$ cat config.mk
export PLATFORM = sky130hd
export DESIGN_NAME = pulse_transmitter_mc
export DESIGN_NICKNAME = d
export VERILOG_FILES = /design/src/rtl/pulse_tx_pkg.sv /design/src/rtl/pulse_tx_channel.sv /design/src/rtl/pulse_transmitter_mc.sv
export SDC_FILE = /design/constraint.sdc
export NUM_CORES = 1
export LEC_CHECK = 0
export CORE_ASPECT_RATIO = 0.9
export CORE_MARGIN = 5
export CORE_UTILIZATION = 35
export DETAILED_ROUTE_END_ITERATION = 10
export RECOVER_POWER = 25
export SETUP_SLACK_MARGIN = 0.05
export SYNTH_ARGS = -nofsm -noshare
export SYNTH_HDL_FRONTEND = slang
export SYNTH_SLANG_ARGS = --single-unit
$ cat constraint.sdc
create_clock -name clk -period 8.5 [get_ports clk]
set_input_delay 1.7 -clock clk [delete_from_list [all_inputs] [get_ports clk]]
set_output_delay 1.7 -clock clk [all_outputs]
set_load 0.1 [all_outputs]
$ cat src/rtl/pulse_tx_pkg.sv
// Shared definitions for the multi-channel pulse transmitter: register map,
// CTRL/TIMING field offsets, channel state encoding and sizing helpers.
package pulse_tx_pkg;

    localparam logic [7:0] CTRL_BASE       = 8'h00;
    localparam logic [7:0] SYNC_START_ADDR = 8'h3E;
    localparam logic [7:0] IRQ_CLR_ADDR    = 8'h3F;
    localparam logic [7:0] DUR_BASE        = 8'h40;
    localparam logic [7:0] MEM_BASE        = 8'h80;

    localparam int CTRL_START    = 0;
    localparam int CTRL_IDLE     = 1;
    localparam int CTRL_INVERT   = 2;
    localparam int CTRL_CARRIER  = 3;
    localparam int CTRL_LB_LSB   = 4;
    localparam int CTRL_END_LSB  = 12;
    localparam int CTRL_LOOP_LSB = 20;
    localparam int CTRL_IRQ_EN   = 28;

    localparam int TIM_HALF_LSB  = 0;
    localparam int TIM_PRE_LSB   = 16;

    typedef enum logic [1:0] {
        IDLE  = 2'd0,
        FETCH = 2'd1,
        RUN   = 2'd2
    } ch_state_e;

    // Number of symbols held in the shared symbol memory.
    function automatic int pulse_tx_num_sym(input int mem_words, input int symbol_bits);
        return mem_words * 32 / symbol_bits;
    endfunction

    // Width of a symbol index (at least 1 bit).
    function automatic int pulse_tx_idx_w(input int num_sym);
        return (num_sym <= 2) ? 1 : $clog2(num_sym);
    endfunction

endpackage

$ cat src/rtl/pulse_tx_channel.sv
// One symbol sequencer: FSM, program counter, loop counter, prescaled
// symbol timer and carrier generator. Symbol data is supplied by the top
// level through a combinational read of the shared memory at rd_idx_o.
module pulse_tx_channel
    import pulse_tx_pkg::*;
#(
    parameter int IDX_W       = 7,
    parameter int DURATION_W  = 8,
    parameter int PRESCALER_W = 4
) (
    input  logic                   clk_i,
    input  logic                   rst_ni,
    input  logic                   start_i,
    input  logic                   abort_i,
    input  logic [7:0]             loopback_i,
    input  logic [7:0]             end_i,
    input  logic [7:0]             loop_count_i,
    input  logic [PRESCALER_W-1:0] prescaler_i,
    input  logic [15:0]            carrier_half_i,
    input  logic                   carrier_en_i,
    input  logic                   idle_level_i,
    input  logic                   invert_i,
    input  logic                   sym_level_i,
    input  logic [DURATION_W-1:0]  sym_dur_i,
    output logic [IDX_W-1:0]       rd_idx_o,
    output logic                   ch_out_o,
    output logic                   busy_o,
    output logic                   done_o,
    output logic                   fin_o
);

    // Longest symbol is 2^DURATION_W << (2^PRESCALER_W - 1) cycles.
    localparam int TIMER_W = DURATION_W + (1 << PRESCALER_W);

    ch_state_e              state_q, state_d;
    logic [IDX_W-1:0]       idx_q, idx_d, lb_q, lb_d, next_idx;
    logic [7:0]             end_q, end_d, loops_q, loops_d;
    logic [PRESCALER_W-1:0] pre_q, pre_d;
    logic [TIMER_W-1:0]     timer_q, timer_d, sym_len_m1;
    logic                   level_q, level_d, car_q, car_d, done_q, done_d;
    logic [15:0]            car_cnt_q, car_cnt_d;
    logic                   at_end, last_sym, boundary;

    // End comparison is 9 bits wide so an end index beyond the memory never matches.
    assign at_end     = (9'(idx_q) == 9'(end_q));
    assign last_sym   = at_end && (loops_q == 8'd0);
    assign next_idx   = (at_end && (loops_q != 8'd0)) ? lb_q : idx_q + IDX_W'(1);
    assign sym_len_m1 = ((TIMER_W'(sym_dur_i) + TIMER_W'(1)) << pre_q) - TIMER_W'(1);
    assign boundary   = (state_q == RUN) && (timer_q == '0);
    assign rd_idx_o   = (state_q == FETCH) ? '0 : next_idx;
    assign fin_o      = boundary && last_sym && !abort_i && !start_i;

    assign busy_o   = (state_q == RUN);
    assign done_o   = done_q;
    assign ch_out_o = (busy_o ? (carrier_en_i ? (level_q & car_q) : level_q) : idle_level_i) ^ invert_i;

    // Next-state logic: abort beats start, start beats normal sequencing.
    always_comb begin
        state_d   = state_q;
        idx_d     = idx_q;
        lb_d      = lb_q;
        end_d     = end_q;
        loops_d   = loops_q;
        pre_d     = pre_q;
        timer_d   = timer_q;
        level_d   = level_q;
        done_d    = 1'b0;
        car_d     = 1'b0;
        car_cnt_d = '0;
        if (abort_i) begin
            state_d = IDLE;
        end else if (start_i) begin
            state_d = FETCH;
            idx_d   = '0;
            lb_d    = IDX_W'(loopback_i);
            end_d   = end_i;
            loops_d = loop_count_i;
            pre_d   = prescaler_i;
        end else begin
            case (state_q)
                FETCH: begin
                    state_d = RUN;
                    level_d = sym_level_i;
                    timer_d = sym_len_m1;
                end
                RUN: begin
                    if (timer_q == '0) begin
                        if (last_sym) begin
                            state_d = IDLE;
                            done_d  = 1'b1;
                        end else begin
                            if (at_end) begin
                                loops_d = loops_q - 8'd1;
                            end
                            idx_d   = next_idx;
                            level_d = sym_level_i;
                            timer_d = sym_len_m1;
                        end
                    end else begin
                        timer_d = timer_q - TIMER_W'(1);
                    end
                end
                default: state_d = IDLE;
            endcase
        end
        // Carrier starts high on the first busy cycle and is parked low otherwise.
        if (state_d == RUN) begin
            if (state_q != RUN) begin
                car_d = 1'b1;
            end else if (car_cnt_q == carrier_half_i) begin
                car_d = ~car_q;
            end else begin
                car_d     = car_q;
                car_cnt_d = car_cnt_q + 16'd1;
            end
        end
    end

    // State register.
    always_ff @(posedge clk_i or negedge rst_ni) begin
        if (!rst_ni) begin
            state_q   <= IDLE;
            idx_q     <= '0;
            lb_q      <= '0;
            end_q     <= '0;
            loops_q   <= '0;
            pre_q     <= '0;
            timer_q   <= '0;
            level_q   <= 1'b0;
            car_q     <= 1'b0;
            car_cnt_q <= '0;
            done_q    <= 1'b0;
        end else begin
            state_q   <= state_d;
            idx_q     <= idx_d;
            lb_q      <= lb_d;
            end_q     <= end_d;
            loops_q   <= loops_d;
            pre_q     <= pre_d;
            timer_q   <= timer_d;
            level_q   <= level_d;
            car_q     <= car_d;
            car_cnt_q <= car_cnt_d;
            done_q    <= done_d;
        end
    end

endmodule

$ cat src/rtl/pulse_transmitter_mc.sv
// Multi-channel pulse transmitter top: register file, shared symbol memory,
// duration table, per-channel symbol mux and sticky interrupt flags.
// Optional macro PULSE_TX_SYNC_START_EN adds the SYNC_START register at 0x3E.
module pulse_transmitter_mc
    import pulse_tx_pkg::*;
#(
    parameter int NUM_CH      = 2,
    parameter int MEM_WORDS   = 8,
    parameter int SYMBOL_BITS = 2,
    parameter int DURATION_W  = 8,
    parameter int PRESCALER_W = 4
) (
    input  logic              clk,
    input  logic              rst_n,
    input  logic              wr_en,
    input  logic [7:0]        wr_addr,
    input  logic [31:0]       wr_data,
    output logic [NUM_CH-1:0] ch_out,
    output logic [NUM_CH-1:0] busy,
    output logic [NUM_CH-1:0] done,
    output logic              irq
);

    localparam int NUM_SYM = pulse_tx_num_sym(MEM_WORDS, SYMBOL_BITS);
    localparam int IDX_W   = pulse_tx_idx_w(NUM_SYM);
    localparam int NUM_DUR = 1 << SYMBOL_BITS;
    localparam int TIM_W   = TIM_PRE_LSB + PRESCALER_W;

    logic [28:0]            ctrl_q   [NUM_CH];
    logic [TIM_W-1:0]       timing_q [NUM_CH];
    logic [DURATION_W-1:0]  dur_q    [NUM_DUR];
    logic [MEM_WORDS*32-1:0] mem_q;
    logic [NUM_CH-1:0]      flag_q, fin, irq_en, irq_clr, sync_start;

    // Register file writes; symbols are packed LSB-first, so symbol i sits at bit i*SYMBOL_BITS.
    always_ff @(posedge clk or negedge rst_n) begin
        if (!rst_n) begin
            for (int c = 0; c < NUM_CH; c++) begin
                ctrl_q[c]   <= '0;
                timing_q[c] <= '0;
            end
            for (int k = 0; k < NUM_DUR; k++) begin
                dur_q[k] <= '0;
            end
            mem_q <= '0;
        end else if (wr_en) begin
            for (int c = 0; c < NUM_CH; c++) begin
                if (wr_addr == CTRL_BASE + 8'(2 * c))     ctrl_q[c]   <= wr_data[28:0];
                if (wr_addr == CTRL_BASE + 8'(2 * c + 1)) timing_q[c] <= wr_data[TIM_W-1:0];
            end
            for (int k = 0; k < NUM_DUR; k++) begin
                if (wr_addr == DUR_BASE + 8'(k)) dur_q[k] <= wr_data[DURATION_W-1:0];
            end
            for (int w = 0; w < MEM_WORDS; w++) begin
                if (wr_addr == MEM_BASE + 8'(w)) mem_q[w*32 +: 32] <= wr_data;
            end
        end
    end

    assign irq_clr = (wr_en && (wr_addr == IRQ_CLR_ADDR)) ? wr_data[NUM_CH-1:0] : '0;

`ifdef PULSE_TX_SYNC_START_EN
    assign sync_start = (wr_en && (wr_addr == SYNC_START_ADDR)) ? wr_data[NUM_CH-1:0] : '0;
`else
    assign sync_start = '0;
`endif

    // Sticky completion flags: a set in the same cycle as a clear wins.
    always_ff @(posedge clk or negedge rst_n) begin
        if (!rst_n) begin
            flag_q <= '0;
        end else begin
            flag_q <= (flag_q & ~irq_clr) | (fin & irq_en);
        end
    end

    assign irq = |flag_q;

    generate
        for (genvar gi = 0; gi < NUM_CH; gi++) begin : g_ch
            logic                   ctrl_hit, start_edge, abort;
            logic [28:0]            ctrl_src;
            logic [IDX_W-1:0]       rd_idx;
            logic [SYMBOL_BITS-1:0] sym;

            assign ctrl_hit   = wr_en && (wr_addr == CTRL_BASE + 8'(2 * gi));
            // Sequence fields come from the write itself when CTRL is written this cycle.
            assign ctrl_src   = ctrl_hit ? wr_data[28:0] : ctrl_q[gi];
            assign start_edge = (ctrl_hit && wr_data[CTRL_START] && !ctrl_q[gi][CTRL_START]) || sync_start[gi];
            assign abort      = ctrl_hit && !wr_data[CTRL_START];
            assign sym        = mem_q[int'(rd_idx) * SYMBOL_BITS +: SYMBOL_BITS];
            assign irq_en[gi] = ctrl_q[gi][CTRL_IRQ_EN];

            pulse_tx_channel #(
                .IDX_W       (IDX_W),
                .DURATION_W  (DURATION_W),
                .PRESCALER_W (PRESCALER_W)
            ) u_ch (
                .clk_i          (clk),
                .rst_ni         (rst_n),
                .start_i        (start_edge),
                .abort_i        (abort),
                .loopback_i     (ctrl_src[CTRL_LB_LSB +: 8]),
                .end_i          (ctrl_src[CTRL_END_LSB +: 8]),
                .loop_count_i   (ctrl_src[CTRL_LOOP_LSB +: 8]),
                .prescaler_i    (timing_q[gi][TIM_PRE_LSB +: PRESCALER_W]),
                .carrier_half_i (timing_q[gi][TIM_HALF_LSB +: 16]),
                .carrier_en_i   (ctrl_q[gi][CTRL_CARRIER]),
                .idle_level_i   (ctrl_q[gi][CTRL_IDLE]),
                .invert_i       (ctrl_q[gi][CTRL_INVERT]),
                .sym_level_i    (sym[SYMBOL_BITS-1]),
                .sym_dur_i      (dur_q[sym]),
                .rd_idx_o       (rd_idx),
                .ch_out_o       (ch_out[gi]),
                .busy_o         (busy[gi]),
                .done_o         (done[gi]),
                .fin_o          (fin[gi])
            );
        end
    endgenerate

endmodule

# Yosys cells after proc, flatten, opt, wreduce, memory -nomap -nowiden
# Index checks and enable logic that the tools add are counted.
[word_totals] in_bits=43 output_inout_bits=7 regBits=546 word_cells=260
[classes] shifts=4 n_eq_ne=38 bitwise=16 n_addsub=12 mux=79 n_lt_le_gt_ge=2 reduce_logical=70
[ops] operator="indexed part select 256 x 9 -> 2 bit" n=2
[ops] operator="two-way mux 8 bit" n=14
[ops] operator="two-way mux 16 bit" n=6
[ops] operator="two-way mux 24 bit" n=4
[ops] operator="one-hot mux 24 bit (2 select lines)" n=2
[ops] operator="subtractor 24 x 1 -> 24 bit, second input constant" n=4
[ops] operator="two-way mux 7 bit" n=12
[ops] operator="equality test 8 bit, second input constant" n=8
[ops] operator="two-way mux 28 bit" n=2
[ops] operator="logical NOT 24 bit" n=2
[ops] operator="<< shifter 24 x 4 -> 24 bit" n=2
[ops] operator="AND reduction 2 bit" n=18
[ops] operator="adder 16 x 1 -> 16 bit, second input constant" n=2
[ops] operator="binary-select mux 8 bit (select 2 bit)" n=2
[ops] operator="equality test 16 bit" n=2
[ops] operator="equality test 8 x 7 -> 1 bit, second input constant" n=4
[ops] operator="logical NOT 8 bit" n=3
[ops] operator="two-way mux 1 bit" n=24
[ops] operator="logical AND 1 bit" n=21
[ops] operator="AND reduction 5 bit" n=4
[ops] operator="adder 8 x 1 -> 9 bit, second input constant" n=2
[ops] operator="two-way mux 2 bit" n=9
[ops] operator="equality test 7 x 8 -> 1 bit" n=2
[ops] operator="equality test 8 x 2 -> 1 bit, second input constant" n=2
[ops] operator="24 further kinds" n=68

# Logic depth before layout (Yosys ltp)
[logic_depth] ltp_word=15 ltp_mapped=32 ltp_nobuf=26

# Modules after synthesis
# From an unflattened synthesis, not the netlist that was laid out.
[hier_totals] hier_cells=2799 area_unflattened_um2=31347.6
[modules_own_cells] mod="pulse_transmitter_mc" area_each_um2=19268.5 cells_each=1274 seq_area_each_um2=9709.3 instances=1
[modules_own_cells] mod="pulse_tx_channel at g_ch[0].u_ch" area_each_um2=6072.1 cells_each=754 seq_area_each_um2=1976.9 instances=1
[modules_own_cells] mod="pulse_tx_channel at g_ch[1].u_ch" area_each_um2=6007.0 cells_each=771 seq_area_each_um2=1976.9 instances=1

# Worst setup path after synthesis
# Ideal clock, no wire load.
[synth_path] path_kind="register to register" from="register g_ch[1].u_ch.idx_q[3]" to="register g_ch[1].u_ch.timer_q[23]" synth_period_minus_slack_ns=6.859 setup_time_ns=0.076 stages_incl_launch_ff=30 required_ns=8.424 arrival_ns=6.782 path_slack_ns=1.641 n_path_buf=7 path_cell_list="dfrtp_1 -> buf_2 -> xor2_1 -> or4_1 -> buf_2 -> o31ai_2 -> and2_1 -> buf_2 -> a221oi_1 -> or4_1 -> o211ai_1 -> o211a_1 -> a21o_1 -> buf_6 -> buf_2 -> buf_2 -> a211oi_1 -> nor2_1 -> ha_1 -> buf_1 -> clkinv_1 -> nor3_2 -> a211oi_1 -> a211oi_2 -> nand3_1 -> o311ai_2 -> nand4_1 -> nor3_1 -> mux2_2 -> o21ai_1"
[synth_via] elab_chain_len=15 elab_cells_between_ends=19 cone_classes="add/sub (3); eq/ne (2); shift (2); mux (8); bitwise (1); reduce/logical (3)"
[synth_lines] item="from (decl)" line="pulse_tx_channel.sv:36" text="logic [IDX_W-1:0] idx_q, idx_d, lb_q, lb_d, next_idx;"
[synth_lines] item="from (signal assigned)" line="pulse_tx_channel.sv:135" text="idx_q <= idx_d;"
[synth_lines] item="branches (longest 15 deep; another with subtractor 24 x 1 -> 24 bit)"
[synth_lines] item="to (signal assigned)" line="pulse_tx_channel.sv:140" text="timer_q <= timer_d;"
[synth_lines] item="to (decl)" line="pulse_tx_channel.sv:39" text="logic [TIMER_W-1:0] timer_q, timer_d, sym_len_m1;"
# Several ways; the timed one is not identified. The select of a mux whose other input is x is not followed.
# A chain may end at the register's enable or synchronous reset.

# Worst setup path after layout
[layout_path] from="register g_ch[0].u_ch.idx_q[6]" to="register g_ch[0].u_ch.timer_q[22]"
[layout_via] elab_chain_len=15 elab_cells_between_ends=19 cone_classes="add/sub (3); eq/ne (2); shift (2); mux (8); bitwise (1); reduce/logical (3)"
[layout_lines] item="from (decl)" line="pulse_tx_channel.sv:36"
[layout_lines] item="from (signal assigned)" line="pulse_tx_channel.sv:135"
[layout_lines] item="branches (longest 15 deep; another with subtractor 24 x 1 -> 24 bit)"
[layout_lines] item="to (signal assigned)" line="pulse_tx_channel.sv:140"
[layout_lines] item="to (decl)" line="pulse_tx_channel.sv:39"
# Several ways; the timed one is not identified. The select of a mux whose other input is x is not followed.

==> metrics.md <==
| Metric | Value |
|---|---|
| Max incr delay on CP | around 0.93 ns |
| PD cells | 176.2 mW/mm^2 |
| Slew Viols, Final | 374 |
| Top-count cell post-synth | dfrtp_1 |
| Critical Path AT | 8.62 ns |
| Chip Width | 336.4 um |
| Starting Density | 35.35% |
| Final hold violations | 0 |
| Gate Count Post-Synth | 3,485 |
| Htree depth | 2 |
| Placer Congestion | 1.025 |
| DRT iter0 DRCs | 3,637 |
| DR WL/cell | 26.31 um |
| Status | complete, but fails checks |
| Synthesized area | around 0.034 mm^2 |
| Kind of cell adding the most delay to the critical path | compound AO/OA/AOI/OAI gates |
| Worst slack at placement | just under 0.7 ns |
| Max-cap violation count | 3 |
| WL final | ~130,000 um |
| Worst hold path class | flip-flop to flip-flop |
| Grt ovf | 0 |
| Cell Int Power | ~4.7 mW |
| Largest net degree at the start of global routing | 176 |
| Final setup viols | 0 |
| Total net switching power | 1.996 mW |
| Async SR Flop Fraction | 100.0% |
| Worst endpoint required time | 9.04 ns |
| Yosys warns | 0 |
| Top post-synthesis cells by area | dfrtp_1, mux2_2, nand2_1 |
| Clk_skew | 0.05401 ns |
| Post-synthesis sequential area ratio | 40.57% |
| Worst slew pin tran | 4.520 ns |
| CORE AREA | roughly 0.095 mm^2 |
| Cts hold-fix bufs | 0 |
| Avg Inst Size Synth | roughly 9.6 um^2 |
| Max Clk Rate | around 120 MHz |
| Min Hold Slack | 0.4698 ns |
| CP Cell Sequence | xor2_1 -> or4_1 -> o41ai_2 -> nor2_2 -> buf_4 -> a221o_1 -> a311oi_1 -> nand4_1 -> o211ai_1 -> o22ai_2 -> buf_4 -> mux2i_1 -> mux2i_1 -> ha_1 -> inv_1 -> nor4_1 -> xor2_1 -> a22oi_1 -> o211a_1 -> a22oi_1 -> nor4_4 -> nand3_2 -> or4_1 -> a31oi_1 |
| Worst path slowest cell | o41ai_2 |
| Violated checks | max-capacitance violations, max-slew violations |
| CP startpoint kind | flip-flop |
| Slew HR | -201.3% |
| Vias in the first global route | 27,910 |
| Period utilization | 95.07% |
| Worst Path Buf+Inv | 3 |
| Antenna violation net count after detailed routing | 0 |
| Unique masters post-synth | 111 |
| Yosys top cell area share | between 40% and 50% |
| Initial antenna violation count | 5 |
| Ys flop type | dfrtp_1 |
| Minimum clock period | about 8 ns |
| Sequential power share | roughly 43% |
| Number of synthesized flops with an enable pin | 0 |
| Nets | 3,552 |
| Root buf cell | clkbuf_16 |
| Kind of critical path | flip-flop to flip-flop |
| Synth area leader | dfrtp_1 |
| Sw Share | between 20% and 30% |
| RSZ-0062 raised after global routing | no |
| Comb pwr share | 17.1% |
| Total Power | around 6.7 mW |
| Clk sink count | 544 |
| Worst-Skew Late Latency | 0.67 ns |
| Detailed placer's ending HPWL | approximately 90,000 um |
| First-pass DRT Iterations | 9 |
| I/O pin total | 50 |
| DRC viols | 0 |
| Area Growth Syn to Fin | 12.85% |
| #FFs+latches synth | approximately 540 |
| Synth cell count leaders | dfrtp_1, mux2_2, nand2_1 |
| P_leak | 16.32 nW |
| Setup ws final | between 0.4 and 0.5 ns |
| Via density | 6.209 |
| Via count | just under 30,000 |
| Setup crit end kind | flip-flop |
| Clock share of power | 39.8% |
| Share of cells above drive strength 1 | between 20% and 30% |
| CTS buffer count | roughly 60 |
| Worst vdd ir | 0.1596 mV |
| PortBufs | between 40 and 50 |
| Setup TNS | 0 ns |
| Worst-path maximum fanout | 18 |
| Global-route wire length before repair | approximately 190,000 um |
| Die ar. | 0.1022 mm^2 |
| Synth Net Count | approximately 3,500 |
| Placement row count | 107 |
| Total GRT Usage | 23.84% |
| Clock-pin slew on the worst setup and hold paths | roughly 0.060 ns |
| Die H | between 300 and 400 um |
| Clock buffer depth | 3 |
| TritonCTS clock tree | done |
-- state kept, by name (all words and copies together) (netlist names), 14 cells and up --
name / flops
mem_q: 256
ctrl_q: 56
g_ch.u_ch.timer_q: 48
timing_q: 40
dur_q: 32
g_ch.u_ch.car_cnt_q: 32
g_ch.u_ch.end_q: 16
g_ch.u_ch.loops_q: 16
g_ch.u_ch.idx_q: 14
g_ch.u_ch.lb_q: 14
-- worst paths after layout --
check	slack, ns	cells past startpoint	to	from
hold reg to reg	0.47	2	ctrl_q[34]$_DFFE_PN0P_	ctrl_q[34]$_DFFE_PN0P_
setup reg to reg	0.42	24	g_ch[0].u_ch.timer_q[22]$_DFFE_PN0P_	g_ch[0].u_ch.idx_q[6]$_DFFE_PN0P_
setup / recovery	0.42	24	g_ch[0].u_ch.timer_q[22]$_DFFE_PN0P_	g_ch[0].u_ch.idx_q[6]$_DFFE_PN0P_
min in group asynchronous	2.69	1	g_ch[1].u_ch.pre_q[1]$_DFFE_PN0P_	rst_n
hold / removal	0.47	2	ctrl_q[34]$_DFFE_PN0P_	ctrl_q[34]$_DFFE_PN0P_
max in group asynchronous	1.59	2	ctrl_q[43]$_DFFE_PN0P_	rst_n
-- layout make-up --
cell class / count / area [um^2]
Antenna cell: 5 / 12.51
Clock buffer: 83 / 1719
Clock inverter: 28 / 274.0
Fill cell: 9295 / 57050
Inverter: 68 / 255.2
Multi-Input combinational cell: 2613 / 18680
Sequential cell: 544 / 13610
Tap cell: 1253 / 1568
Timing Repair Buffer: 204 / 1748
-- routing by layer --
metal | up-vias | track usage, % | wire length [um] | share of wire (%)
met4 | 0 | 8.818 | 5660 | 4.5
met1 | 14920 | 34.93 | 55350 | 44
li1 | 13030 | - | - | -
met5 | - | 0 | 0 | 0
met2 | 1519 | 34.37 | 52450 | 42
met3 | 318 | 5.273 | 12780 | 10
-- power groups by stage --
| stage | clock network [mW] | logic [mW] | registers [mW] |
|---|---|---|---|
| after floorplan | 0 | 0.746 | 2.85 |
| after global placement | 0 | 1.11 | 2.91 |
| after detailed placement | 0 | 1.12 | 2.91 |
| after CTS | 2.71 | 1.12 | 2.87 |
| after global routing | 2.80 | 1.23 | 2.89 |
| final | 2.66 | 1.14 | 2.87 |
-- worst reg2reg max path, delay by kind of cell (launching register included) --
kind	cells	cell delay, ns
AND/OR/NAND/NOR	7	2.83
XOR/XNOR	2	0.43
AO/OA/AOI/OAI	9	3.02
adder cells (fa/ha/maj)	1	0.21
multiplexers	2	0.36
buffers and inverters	3	0.71
flip-flops	1	0.42
-- repair_timing --
item | 4_1_cts | 5_1_grt
endpoints found under the hold margin | 0 | 0
buffers inserted | 0 | 0
setup endpoints to repair | 0 | 4
resized for setup | 0 | 1
-- cells by family after synthesis --
logic type               after synthesis  share of synthesized area, %
AO/OA/AOI/OAI                        846                         17.74
XOR/XNOR                             138                         3.624
buffers and inverters                329                         4.262
adder cells (fa/ha/maj)               17                        0.6339
multiplexers                         512                         17.01
AND/OR/NAND/NOR                     1099                         16.16
flip-flops                           544                         40.57
-- stage by stage --
stage,instances,util [%],cell area (um^2)
detailed placement,4681,37.80,35880
global route,4793,39.88,37850
finish,4798,39.89,37870
CTS,4792,39.90,37870
floorplan,3485,-,33560
global placement,4681,37.80,35880
-- placed cells by master, fill, tap and decap left out, types with 14 or more instances in the layout --
cell / n
dfrtp_1: 544
mux2_2: 397
nand2_1: 364
nor2_1: 178
o21ai_0: 177
nand3_1: 152
buf_4: 145
a21oi_1: 139
mux2i_1: 108
xor2_1: 92
nor3_1: 90
inv_1: 62
clkbuf_16: 61
a221oi_1: 57
nor4_1: 49
a211oi_1: 48
clkdlybuf4s50_1: 48
and3_1: 47
xnor2_1: 45
a22oi_1: 40
a31oi_1: 36
nand4_1: 34
o211ai_1: 29
a311oi_1: 26
o22ai_1: 24
or3_1: 23
nand2b_1: 23
o221ai_1: 23
nor2b_1: 20
a221o_1: 20
o31ai_1: 17
ha_1: 17
or4_1: 14
or2_2: 14
clkinv_2: 14
Power figures use the tool's default switching activity.
